<file path="config.mk">
export PLATFORM = sky130hd
export DESIGN_NAME = norm_feed_ctrl
export DESIGN_NICKNAME = d
export VERILOG_FILES = /design/src/rtl/norm_pkg.sv /design/src/rtl/norm_beat_cnt.sv /design/src/rtl/norm_feed_ctrl.sv
export SDC_FILE = /design/constraint.sdc
export NUM_CORES = 1
export LEC_CHECK = 0
export BUFFER_PORTS_ARGS = -buffer_cell sky130_fd_sc_hd__buf_4
export CELL_PAD_IN_SITES_DETAIL_PLACEMENT = 0
export CELL_PAD_IN_SITES_GLOBAL_PLACEMENT = 2
export CORE_ASPECT_RATIO = 1.4
export CORE_MARGIN = 2
export CORE_UTILIZATION = 30
export DETAILED_ROUTE_END_ITERATION = 12
export PLACE_DENSITY_LB_ADDON = 0.15
export SYNTH_ARGS = -nofsm -noshare
export SYNTH_HDL_FRONTEND = slang
export SYNTH_HIERARCHICAL = 1
export SYNTH_SLANG_ARGS = --single-unit
</file>
<file path="constraint.sdc">
create_clock -name clk -period 3 [get_ports clk]
set_input_delay 0.15 -clock clk [delete_from_list [all_inputs] [get_ports clk]]
set_output_delay 0.15 -clock clk [all_outputs]
set_load 0.02 [all_outputs]
</file>
<file path="src/rtl/norm_pkg.sv">
// Shared constants and the controller state encoding for the norm accumulator feed path.
package norm_pkg;
    localparam int DATA_W  = 24;
    localparam int ACC_W   = 39;
    localparam int LEN_W   = 16;
    localparam int ACC_LAT = 1;

    typedef enum logic [2:0] {
        S_IDLE  = 3'd0,
        S_CLEAR = 3'd1,
        S_RUN   = 3'd2,
        S_DRAIN = 3'd3,
        S_DONE  = 3'd4
    } state_t;
endpackage

</file>
<file path="src/rtl/norm_beat_cnt.sv">
// Loadable down-counter with a zero flag; used for both the beat count and the drain wait.
module norm_beat_cnt #(
    parameter int W = 16
) (
    input  logic         clk,
    input  logic         rst,
    input  logic         load,
    input  logic [W-1:0] load_val,
    input  logic         dec,
    output logic [W-1:0] count,
    output logic         zero
);

    // Load takes priority over decrement; decrementing stops at zero.
    always_ff @(posedge clk or posedge rst) begin
        if (rst) begin
            count <= '0;
        end else if (load) begin
            count <= load_val;
        end else if (dec && (count != '0)) begin
            count <= count - W'(1);
        end
    end

    assign zero = (count == '0);

endmodule

</file>
<file path="src/rtl/norm_feed_ctrl.sv">
// Sequencer for the norm accumulator: clears it, feeds len operand pairs from the host
// stream, waits out the accumulator latency and captures the sum-of-squares result.
module norm_feed_ctrl #(
    parameter int DATA_W  = norm_pkg::DATA_W,
    parameter int ACC_W   = norm_pkg::ACC_W,
    parameter int LEN_W   = norm_pkg::LEN_W,
    parameter int ACC_LAT = norm_pkg::ACC_LAT
) (
    input  logic              clk,
    input  logic              rst,
    input  logic              start,
    input  logic [LEN_W-1:0]  len,
    input  logic              abort,
    input  logic              in_valid,
    output logic              in_ready,
    input  logic [DATA_W-1:0] in_x,
    input  logic [DATA_W-1:0] in_y,
    output logic [DATA_W-1:0] acc_x,
    output logic [DATA_W-1:0] acc_y,
    output logic              acc_en,
    output logic              acc_clr,
    input  logic [ACC_W-1:0]  acc_norm,
    output logic [ACC_W-1:0]  norm_out,
    output logic              busy,
    output logic              done
);

    import norm_pkg::*;

    state_t           state;
    logic             hs;
    logic             beat_load;
    logic             beat_dec;
    logic             beat_last;
    logic             beat_zero;
    logic [LEN_W-1:0] beat_count;
    logic             drain_load;
    logic             drain_dec;
    logic             drain_zero;
    logic [1:0]       drain_count_unused;

    // Pairs are accepted only while running; the last beat leaves RUN on the same edge.
    assign in_ready   = (state == S_RUN);
    assign hs         = in_valid && in_ready;
    assign beat_last  = (beat_count == LEN_W'(1));
    assign beat_load  = (state == S_IDLE) && start;
    assign beat_dec   = hs && !abort;
    // The drain wait is armed on every edge that enters DRAIN (from CLEAR or the last beat).
    assign drain_load = !abort && ((state == S_CLEAR) || (hs && beat_last));
    assign drain_dec  = (state == S_DRAIN) && !abort;

    norm_beat_cnt #(.W(LEN_W)) u_beat_cnt (
        .clk      (clk),
        .rst      (rst),
        .load     (beat_load),
        .load_val (len),
        .dec      (beat_dec),
        .count    (beat_count),
        .zero     (beat_zero)
    );

    norm_beat_cnt #(.W(2)) u_drain_cnt (
        .clk      (clk),
        .rst      (rst),
        .load     (drain_load),
        .load_val (2'(ACC_LAT + 1)),
        .dec      (drain_dec),
        .count    (drain_count_unused),
        .zero     (drain_zero)
    );

    // Job FSM with registered strobes (acc_clr, acc_en, done), operand register and result capture.
    always_ff @(posedge clk or posedge rst) begin
        if (rst) begin
            state    <= S_IDLE;
            busy     <= 1'b0;
            done     <= 1'b0;
            acc_en   <= 1'b0;
            acc_clr  <= 1'b0;
            acc_x    <= '0;
            acc_y    <= '0;
            norm_out <= '0;
        end else begin
            acc_en  <= 1'b0;
            acc_clr <= 1'b0;
            done    <= 1'b0;
            case (state)
                S_IDLE: begin
                    if (start) begin
                        state   <= S_CLEAR;
                        busy    <= 1'b1;
                        acc_clr <= 1'b1;
                    end
                end
                S_CLEAR: begin
                    if (abort) begin
                        state <= S_IDLE;
                        busy  <= 1'b0;
                    end else begin
                        state <= beat_zero ? S_DRAIN : S_RUN;
                    end
                end
                S_RUN: begin
                    if (abort) begin
                        state <= S_IDLE;
                        busy  <= 1'b0;
                    end else if (hs) begin
                        acc_x  <= in_x;
                        acc_y  <= in_y;
                        acc_en <= 1'b1;
                        if (beat_last) begin
                            state <= S_DRAIN;
                        end
                    end
                end
                S_DRAIN: begin
                    if (abort) begin
                        state <= S_IDLE;
                        busy  <= 1'b0;
                    end else if (drain_zero) begin
                        norm_out <= acc_norm;
                        done     <= 1'b1;
                        state    <= S_DONE;
                    end
                end
                S_DONE: begin
                    state <= S_IDLE;
                    busy  <= 1'b0;
                end
                default: begin
                    state <= S_IDLE;
                    busy  <= 1'b0;
                end
            endcase
        end
    end

endmodule

</file>
== Word-level counts from Yosys, hierarchy flattened ==
Cells that the tools add are included.
Operators by class
  add/subtract/negate cells: 2
  equal/unequal tests: 9
  mux-type cells: 24
  bitwise operators: 1
  reductions and logical operators: 22
Operator list (count)
  two-way mux 16 bit: 2
  two-way mux 3 bit: 6
  equality test 16 x 1 -> 1 bit, second input constant: 1
  zero test 16 bit: 1
  nonzero test 16 bit: 1
  subtractor 16 x 1 -> 16 bit, second input constant: 1
  case mux 3 bit (4 select lines): 1
  two-way mux 1 bit: 11
  logical AND 1 bit: 8
  equality test 3 x 2 -> 1 bit, second input constant: 2
  two-way mux 2 bit: 3
  != test 3 x 2 -> 1 bit, second input constant: 2
  AND reduction 3 bit: 2
  nonzero test 2 bit: 3
  AND reduction 4 bit: 1
  equality test 3 x 1 -> 1 bit, second input constant: 1
  zero test 3 bit: 1
  != test 3 bit, second input constant: 1
  OR reduction 3 bit: 1
  zero test 2 bit: 1
  != test 2 x 1 -> 1 bit, second input constant: 1
  != test 2 bit, second input constant: 1
  case mux 1 bit (2 select lines): 1
  AND reduction 2 bit: 1
  other kinds (4): 4
Word-level totals
  flip-flop bits (word level): 112
  input port bits: 108
  logic and storage cells: 68

== Longest topological paths before layout ==
Gate-level depths: netlist of the first run.
  depth after elaboration: 6
  gate-level depth with buffers: 9
  gate-level depth less buffers: 9

== Cells and area by module ==
The synthesis of the first run kept the hierarchy.
Modules (own cells, without submodules)
  norm_feed_ctrl: instances 1, cells an instance 229, area each 3626.0 sq um, seq. area each 2352.3 sq um
  norm_beat_cnt (u_beat_cnt): instances 1, cells an instance 122, area each 1034.7 sq um, seq. area each 400.4 sq um
  norm_beat_cnt (u_drain_cnt): instances 1, cells an instance 13, area each 135.1 sq um, seq. area each 50.0 sq um

== Worst setup path after synthesis of the first run ==
OpenSTA, ideal clock, no wires.
  path type: reg-to-reg
  start point: register state[2]
  end point: register u_beat_cnt.count[13]
  arrival: 2.531 ns
  required time: 2.874 ns
  setup slack: 0.343 ns
  stages on the path, launching flop included: 10
  path through: dfrtp_1 -> nor2_2 -> nand2_2 -> nor3b_4 -> buf_6 -> buf_8 -> or4b_1 -> a311oi_1 -> a21oi_1 -> a311o_1
On the way
  longest elaborated chain between the ends: 5
Ends and longest elaborated chain
  from (decl): line norm_feed_ctrl.sv:30  | state_t state;
  from (signal assigned): line norm_feed_ctrl.sv:100  | state <= beat_zero ? S_DRAIN : S_RUN;
  equality test 3 x 2 -> 1 bit: line norm_feed_ctrl.sv:43  | assign in_ready = (state == S_RUN);
  logical AND 1 bit: line norm_feed_ctrl.sv:44  | assign hs = in_valid && in_ready;
  logical AND 1 bit: line norm_feed_ctrl.sv:47  | assign beat_dec = hs && !abort;
  via beat_dec: line norm_feed_ctrl.sv:33  | logic beat_dec;
  logical AND 1 bit: line norm_beat_cnt.sv:20  | end else if (dec && (count != '0)) begin
  nonzero test 2 bit (no line)
  to (signal assigned): line norm_beat_cnt.sv:19  | count <= load_val;
  to (signal assigned): line norm_beat_cnt.sv:21  | count <= count - W'(1);
  to (decl): line norm_beat_cnt.sv:10  | output logic [W-1:0] count,
The timed path passes the listed nets, and every way through them passes these cells.
A chain may end at the register's enable or synchronous reset.

== Worst setup path after layout of the first run ==
  start point: register u_beat_cnt.count[0]
  end point: register state[0]
On the way
  longest elaborated chain between the ends: 4
Ends and longest elaborated chain
  zero test 16 bit: line norm_beat_cnt.sv:25  | assign zero = (count == '0);
  via beat_zero: line norm_feed_ctrl.sv:35  | logic beat_zero;
  two-way mux 1 bit: line norm_feed_ctrl.sv:100
  two-way mux 2 bit: line norm_feed_ctrl.sv:96  | if (abort) begin
  case mux 3 bit (4 select lines): line norm_feed_ctrl.sv:87  | case (state)
The timed path passes the listed nets, and every way through them passes these cells.

==> out/metrics.yaml, run 1 <==
layout:
  layout-drive-gt1-share_pct: 54.7
  multi_input_area_mm2: 0.00187
  area_delta_synth_final_pct: 44.4
  final_cells: 772
  diodes: 0
  register_area_mm2: 0.00280
  fillers: 1489
  fin_nets: 681
yosys:
  synth_edf_count: 0
  synth-async-reset-ratio_pct: 100
  syn-cell-area_mm2: 0.00480
  synth.net_count: 474
  syn_inst: 364
  syn-mean-instance-area_um2: 13.2
  synth_area_leader_cell: "dfrtp_1"
  synth_cell_types: 55
  synth-seq-area-share_pct: 58.4
  synth_ff_type: "dfrtp_1"
  yosys-top-cells-area: "dfrtp_1 58%, mux2_2 18%, mux2_1 2.1%, nor2_1 1.6%, nand2_1 1.2%"
  yosys_register_bits: 112
  synth-warning-count: 6
  yosys.area.top_type_share_pct: 58.4
global_route:
  antenna_found_initial: 0
  track_usage_pct: 15.9
  grt_pass1_vias: 4079
  grt_max_degree: 79
  grt_pass1_wl_mm: 21.5
  grt-ovfl-total: 0
clocking:
  insertion_delay_ns: 0.35
  cts.sinks: 112
  clockBufferDepth: 2
  cts_tree: "built"
  cts_resized: 0
  cts_max_level: 3
  cts_buffers: 9
  root_buffer: "clkbuf_16"
  cts.clk_slew.worst_paths_ns: 0.08
detailed_routing:
  viasPerCell: 4.77
  drtIter0Drc: 123
  totalWireLength_mm: 13.4
  drc_errors: 0
  drt_first_pass_iters: 4
  postRouteAntennaNets: 0
  wl_per_cell_um: 17.4
  vias: 3686
timing:
  finalSetupTns_ns: 0
  setup_ws_ns: 0.262
  whs_ns: 0.00962
  maxSlewHeadroom_pct: 54.6
  worst_pin_slew_ns: 0.681
  rsz0062_at_grt: "no"
  min_period_ns: 2.74
  finalSetupViolations: 0
  finalHoldViolations: 0
  final.period_utilization_pct: 91.3
  finalClockSkew_ns: 0.0106
  finalMaxSlewViolations: 0
  timing.fmax_mhz: 365
setup_path:
  endpoint_kind: "flip-flop"
  crit_buf_inv: 2
  worstSetupPathType: "flip-flop to flip-flop"
  crit_chain: "inv_1, ha_1, or4b_2, or4_4, inv_2, nor3b_1, nor2_1, nor4_1, a2bb2oi_1"
  slowest_stage: "or4b_2"
  crit_family: "simple AND/OR/NAND/NOR gates"
  critPathRequiredTime_ns: 3.28
  worst_setup_path_start_kind: "flip-flop"
  arrival_ns: 3.02
  r2r_slack_ns: 0.26
  worst-path-max-fanout: 6
  crit_path_max_incr_delay_ns: 0.64
hold_path:
  hp-class: "input port to flip-flop"
power:
  powerDensity_mw_per_mm2: 1060
  p_leak_nw: 3.24
  peakVddDrop_mv: 0.519
placement:
  hpwl_mm: 10.1
  globalplace.congestion: 0.798
  post-place-ws_ns: 0.301
  portBuffers: 199
  dp.cells: 752
die:
  fp.coreArea_mm2: 0.0156
  row_count: 54
  die_width_um: 111
  ios: 200
  start_util_pct: 30.7
  die_h_um: 154
  die-area_mm2: 0.0170
status:
  status: "completed"
run:
  maxCapViolations: 0
cells in the mapped netlist, types with 3 or more instances:
library cell	n
mux2_1	9
or4_1	5
a2bb2oi_1	3
o21ai_0	8
a31oi_1	6
nand2_1	15
o31ai_1	3
buf_2	5
buf_4	3
nand3_1	3
nor2_1	21
nor4b_1	3
nor3b_1	4
a21oi_1	7
nor3_1	9
dfrtp_1	112
nor4_1	6
mux2_2	78
nand4_1	6
inv_1	10
clkbuf_1	5
area by class of cell:
class                      instances  area share (%)
clock buffer                       9            3.25
clock inverter                     7            1.88
inverter                          11           0.614
multi-input combinational        226            27.0
sequential                       112            40.5
tap                              196            3.54
timing repair buffer             211            23.2
repair_timing:
item | CTS | global route
hold buffers | 4 | 0
setup buffers | 0 | 0
endpoints found under the hold margin | 37 | 0
metrics by stage:
step           area (um^2)  util (%)  power [mW]
2_1_floorplan         4800         -        4.51
3_5_place_dp          6530      41.8        5.99
4_1_cts               6930      44.4        7.46
6_report              6930      44.4        7.35
5_1_grt               6930      44.4        7.82
3_3_place_gp          6530      41.8        5.94
cells by family after synthesis:
kind of cell    after synthesis  share of synthesized area, %
mux                          88                          20.6
fa+ha+maj                     2                         0.522
buf+inv                      26                          2.79
flops                       112                          58.4
other cells                   2                         0.157
compound gates               39                          5.77
xor+xnor                      3                         0.548
simple gates                 92                          11.1
registers in the layout (all words and copies together) (netlist names):
| register | count |
|---|---|
| norm_out | 39 |
| acc_x | 24 |
| acc_y | 24 |
| u_beat_cnt/count | 16 |
| state | 3 |
| u_drain_cnt/count | 2 |
| acc_clr | 1 |
| acc_en | 1 |
| busy | 1 |
| done | 1 |
layer usage:
metal  vias to the layer above  share of wire, %  track usage, %
li1                       1732                 -               -
met3                        16               8.0            6.07
met4                         0               2.3            6.61
met1                      1819                38            17.6
met2                       119                52            27.5
met5                         -                 0               0
cells in the final DEF, fill, tap and decap left out, drive strengths merged, types with 2 or more instances in the layout:
master | synthesis | layout
or4 | 7 | 7
o41ai | 2 | 2
bufinv | 0 | 3
o31ai | 3 | 3
nand2b | 2 | 2
a21oi | 7 | 7
o21ai | 8 | 8
nor3b | 5 | 5
nand3 | 3 | 3
conb | 2 | 2
inv | 11 | 11
nand2 | 16 | 16
clkbuf | 5 | 9
clkinv | 0 | 2
a31oi | 6 | 6
nor3 | 9 | 9
or3 | 2 | 2
a221o | 2 | 2
mux2 | 87 | 87
dfrtp | 112 | 112
nor4 | 6 | 6
xor2 | 2 | 2
and2b | 2 | 2
nor2 | 22 | 22
nand4 | 6 | 6
a2bb2oi | 3 | 3
ha | 2 | 2
and2 | 2 | 2
a311o | 2 | 2
or4b | 2 | 2
clkinvlp | 0 | 2
buf | 10 | 207
dlygate4sd3 | 0 | 4
nor4b | 3 | 3
power by group:
part / leakage, nW / internal [mW] / switching, mW
Sequential: 1.38 / 2.24 / 0.537
Combinational: 1.70 / 1.54 / 1.61
Clock: 0.165 / 0.827 / 0.592
worst paths after layout:
path	to	start	cells past startpoint
min in group asynchronous	u_drain_cnt/count[1]$_DFFE_PP0P_	rst	3
max reg2reg	state[0]$_DFFE_PP0P_	u_beat_cnt/count[0]$_DFFE_PP0P_	9
max in group asynchronous	norm_out[1]$_DFFE_PP0P_	rst	4
min reg2reg	acc_x[12]$_DFFE_PP0P_	acc_x[12]$_DFFE_PP0P_	1
min	u_beat_cnt/count[3]$_DFFE_PP0P_	len[3]	2
max	state[0]$_DFFE_PP0P_	u_beat_cnt/count[0]$_DFFE_PP0P_	9
(Power assumes the default switching activity.)
==> run 2, diff against run 1 <==
RECOVER_POWER = 25   (was default)
==> out/metrics.yaml, run 2 (same netlist as run 1, synthesis figures left out) <==
status:
  status: "completed"
timing:
  timing.fmax_mhz: 366  # about the same
  finalMaxSlewViolations: 0  # unchanged
  finalSetupViolations: 0  # unchanged
  finalSetupTns_ns: 0  # unchanged
  rsz0062_at_grt: "no"
  min_period_ns: 2.74  # -0.00247 ns
  finalHoldViolations: 0  # unchanged
  worst_pin_slew_ns: 0.873  # +0.192 ns
  maxSlewHeadroom_pct: 41.5  # -13 points
  final.period_utilization_pct: 91.2  # about the same
  finalClockSkew_ns: 0.0100  # -0.000610 ns
detailed_routing:
  totalWireLength_mm: 13.4  # -0.41%
  postRouteAntennaNets: 0  # unchanged
  drt_first_pass_iters: 4  # unchanged
  drtIter0Drc: 115  # -6.5%
  wl_per_cell_um: 17.3  # -0.41%
  vias: 3688  # +0.054%
  viasPerCell: 4.78  # about the same
  drc_errors: 0  # unchanged
layout:
  fin_util_pct: 43.0  # -1.4 points
  area_delta_synth_final_pct: 39.8
  layout_common_cells: "147 x buf_4, 112 x dfrtp_1, 78 x mux2_2"
  final_common_cell: "buf_4"
  fin_nets: 681  # unchanged
  largest_reg_flops: 39  # unchanged
  layout-drive-gt1-share_pct: 44.4  # -10 points
  biggestRegsByFlops: "norm_out x39, acc_x x24, acc_y x24"
  postLayoutCellArea_mm2: 0.00670  # -3.2%
  fillers: 1529  # +2.7%
  largest-register: "norm_out"
  diodes: 0  # unchanged
placement:
  globalplace.congestion: 0.798  # unchanged
  placed_area_mm2: 0.00653  # unchanged
  hpwl_mm: 10.1  # unchanged
  portBuffers: 199  # unchanged
die:
  row_count: 54  # unchanged
  die_h_um: 154  # unchanged
  fp.coreArea_mm2: 0.0156  # unchanged
  die-area_mm2: 0.0170  # unchanged
  die_width_um: 111  # unchanged
  start_util_pct: 30.7  # unchanged
  ios: 200  # unchanged
clocking:
  insertion_delay_ns: 0.35  # about the same
  root_buffer: "clkbuf_16"
  cts.clk_slew.worst_paths_ns: 0.08  # about the same
  clockBufferDepth: 2  # unchanged
  postCtsSetupRepairBufs: 0  # unchanged
  cts_buffers: 9  # unchanged
  cts_max_level: 3  # unchanged
  cts_tree: "built"
  cts.sinks: 112  # unchanged
power:
  powerDensity_mw_per_mm2: 1050  # -1.3%
  p_leak_nw: 3.01  # -7.1%
  peakVddDrop_mv: 0.477  # -8.2%
global_route:
  grt-ovfl-total: 0  # unchanged
  track_usage_pct: 15.9  # unchanged
  grt_pass1_vias: 4079  # unchanged
  grt_max_degree: 79  # unchanged
  grt_pass1_wl_mm: 21.5  # unchanged
  antenna_found_initial: 0  # unchanged
hold_path:
  hp-start: "len[3]"
  hp-class: "input port to flip-flop"
run:
  maxCapViolations: 0  # unchanged
setup_path:
  critPathLaunch: "u_beat_cnt/count[0]$_DFFE_PP0P_"
  endpoint_kind: "flip-flop"
  worst-path-max-fanout: 6  # unchanged
  critPathRequiredTime_ns: 3.28  # about the same
  reg2reg_from: "u_beat_cnt/count[0]$_DFFE_PP0P_"
  worst_setup_path_start_kind: "flip-flop"
  arrival_ns: 3.01  # about the same
  worstSetupPathType: "flip-flop to flip-flop"
-- run 2: cell count changes in the layout (fill, tap and decap cells not counted) --
cell,delta
buf_4,-59
clkinvlp_2,+1
clkinv_2,-1
clkbuf_1,+59
-- run 2: where the power goes --
group	internal, mW	switching [mW]
clock	0.827	0.591
combinational	1.23	1.61
sequential	2.23	0.526
-- run 2: worst max-delay path: stages (launching register included) --
cell and delay, ns:
dfrtp_1 0.41, inv_1 0.10, ha_1 0.25, or4b_2 0.64, or4_4 0.45, inv_2 0.09
nor3b_1 0.17, nor2_1 0.07, nor4_1 0.28, a2bb2oi_1 0.20
-- run 2: worst paths after layout --
kind	to	cells past startpoint	slack (ns)
max	state[0]$_DFFE_PP0P_	9	0.26
min	u_beat_cnt/count[3]$_DFFE_PP0P_	2	0.009
max reg2reg	state[0]$_DFFE_PP0P_	9	0.26
min reg2reg	acc_x[17]$_DFFE_PP0P_	1	0.49
max in group asynchronous	norm_out[1]$_DFFE_PP0P_	4	1.64
min in group asynchronous	u_drain_cnt/count[1]$_DFFE_PP0P_	3	0.21
-- run 2: layer usage --
metal | share of wire (%) | vias up | track usage [%]
met5 | 0 | - | 0
met4 | 2.9 | 0 | 6.61
met3 | 8.0 | 22 | 6.07
met2 | 51 | 129 | 27.5
met1 | 38 | 1806 | 17.6
li1 | - | 1731 | -
-- run 2: cell type report --
type / count / area [um^2] / share of cell area (%)
flip-flops and latches: 112 / 2800 / 41.8
inverters: 11 / 42.5 / 0.635
well taps: 196 / 245 / 3.66
repair buffers: 211 / 1390 / 20.7
multi-input cells: 226 / 1870 / 27.9
clock inverters: 7 / 130 / 1.94
clock buffers: 9 / 225 / 3.36
-- run 2: repair_timing --
item,4_1_cts,5_1_grt
hold endpoints to repair,37,0
hold buffers,4,0
gates resized for setup,0,0
-- run 2: per-stage QoR --
stage	total power, mW	hold WS [ns]	worst slack (ns)	cells
after floorplan	4.51	-0.109	0.343	364
after global placement	5.94	0.0363	0.358	752
after detailed placement	5.99	0.0378	0.301	752
after CTS	7.46	0.00315	0.278	772
after global routing	7.49	0.00154	0.0773	772
final	7.02	0.00937	0.264	772
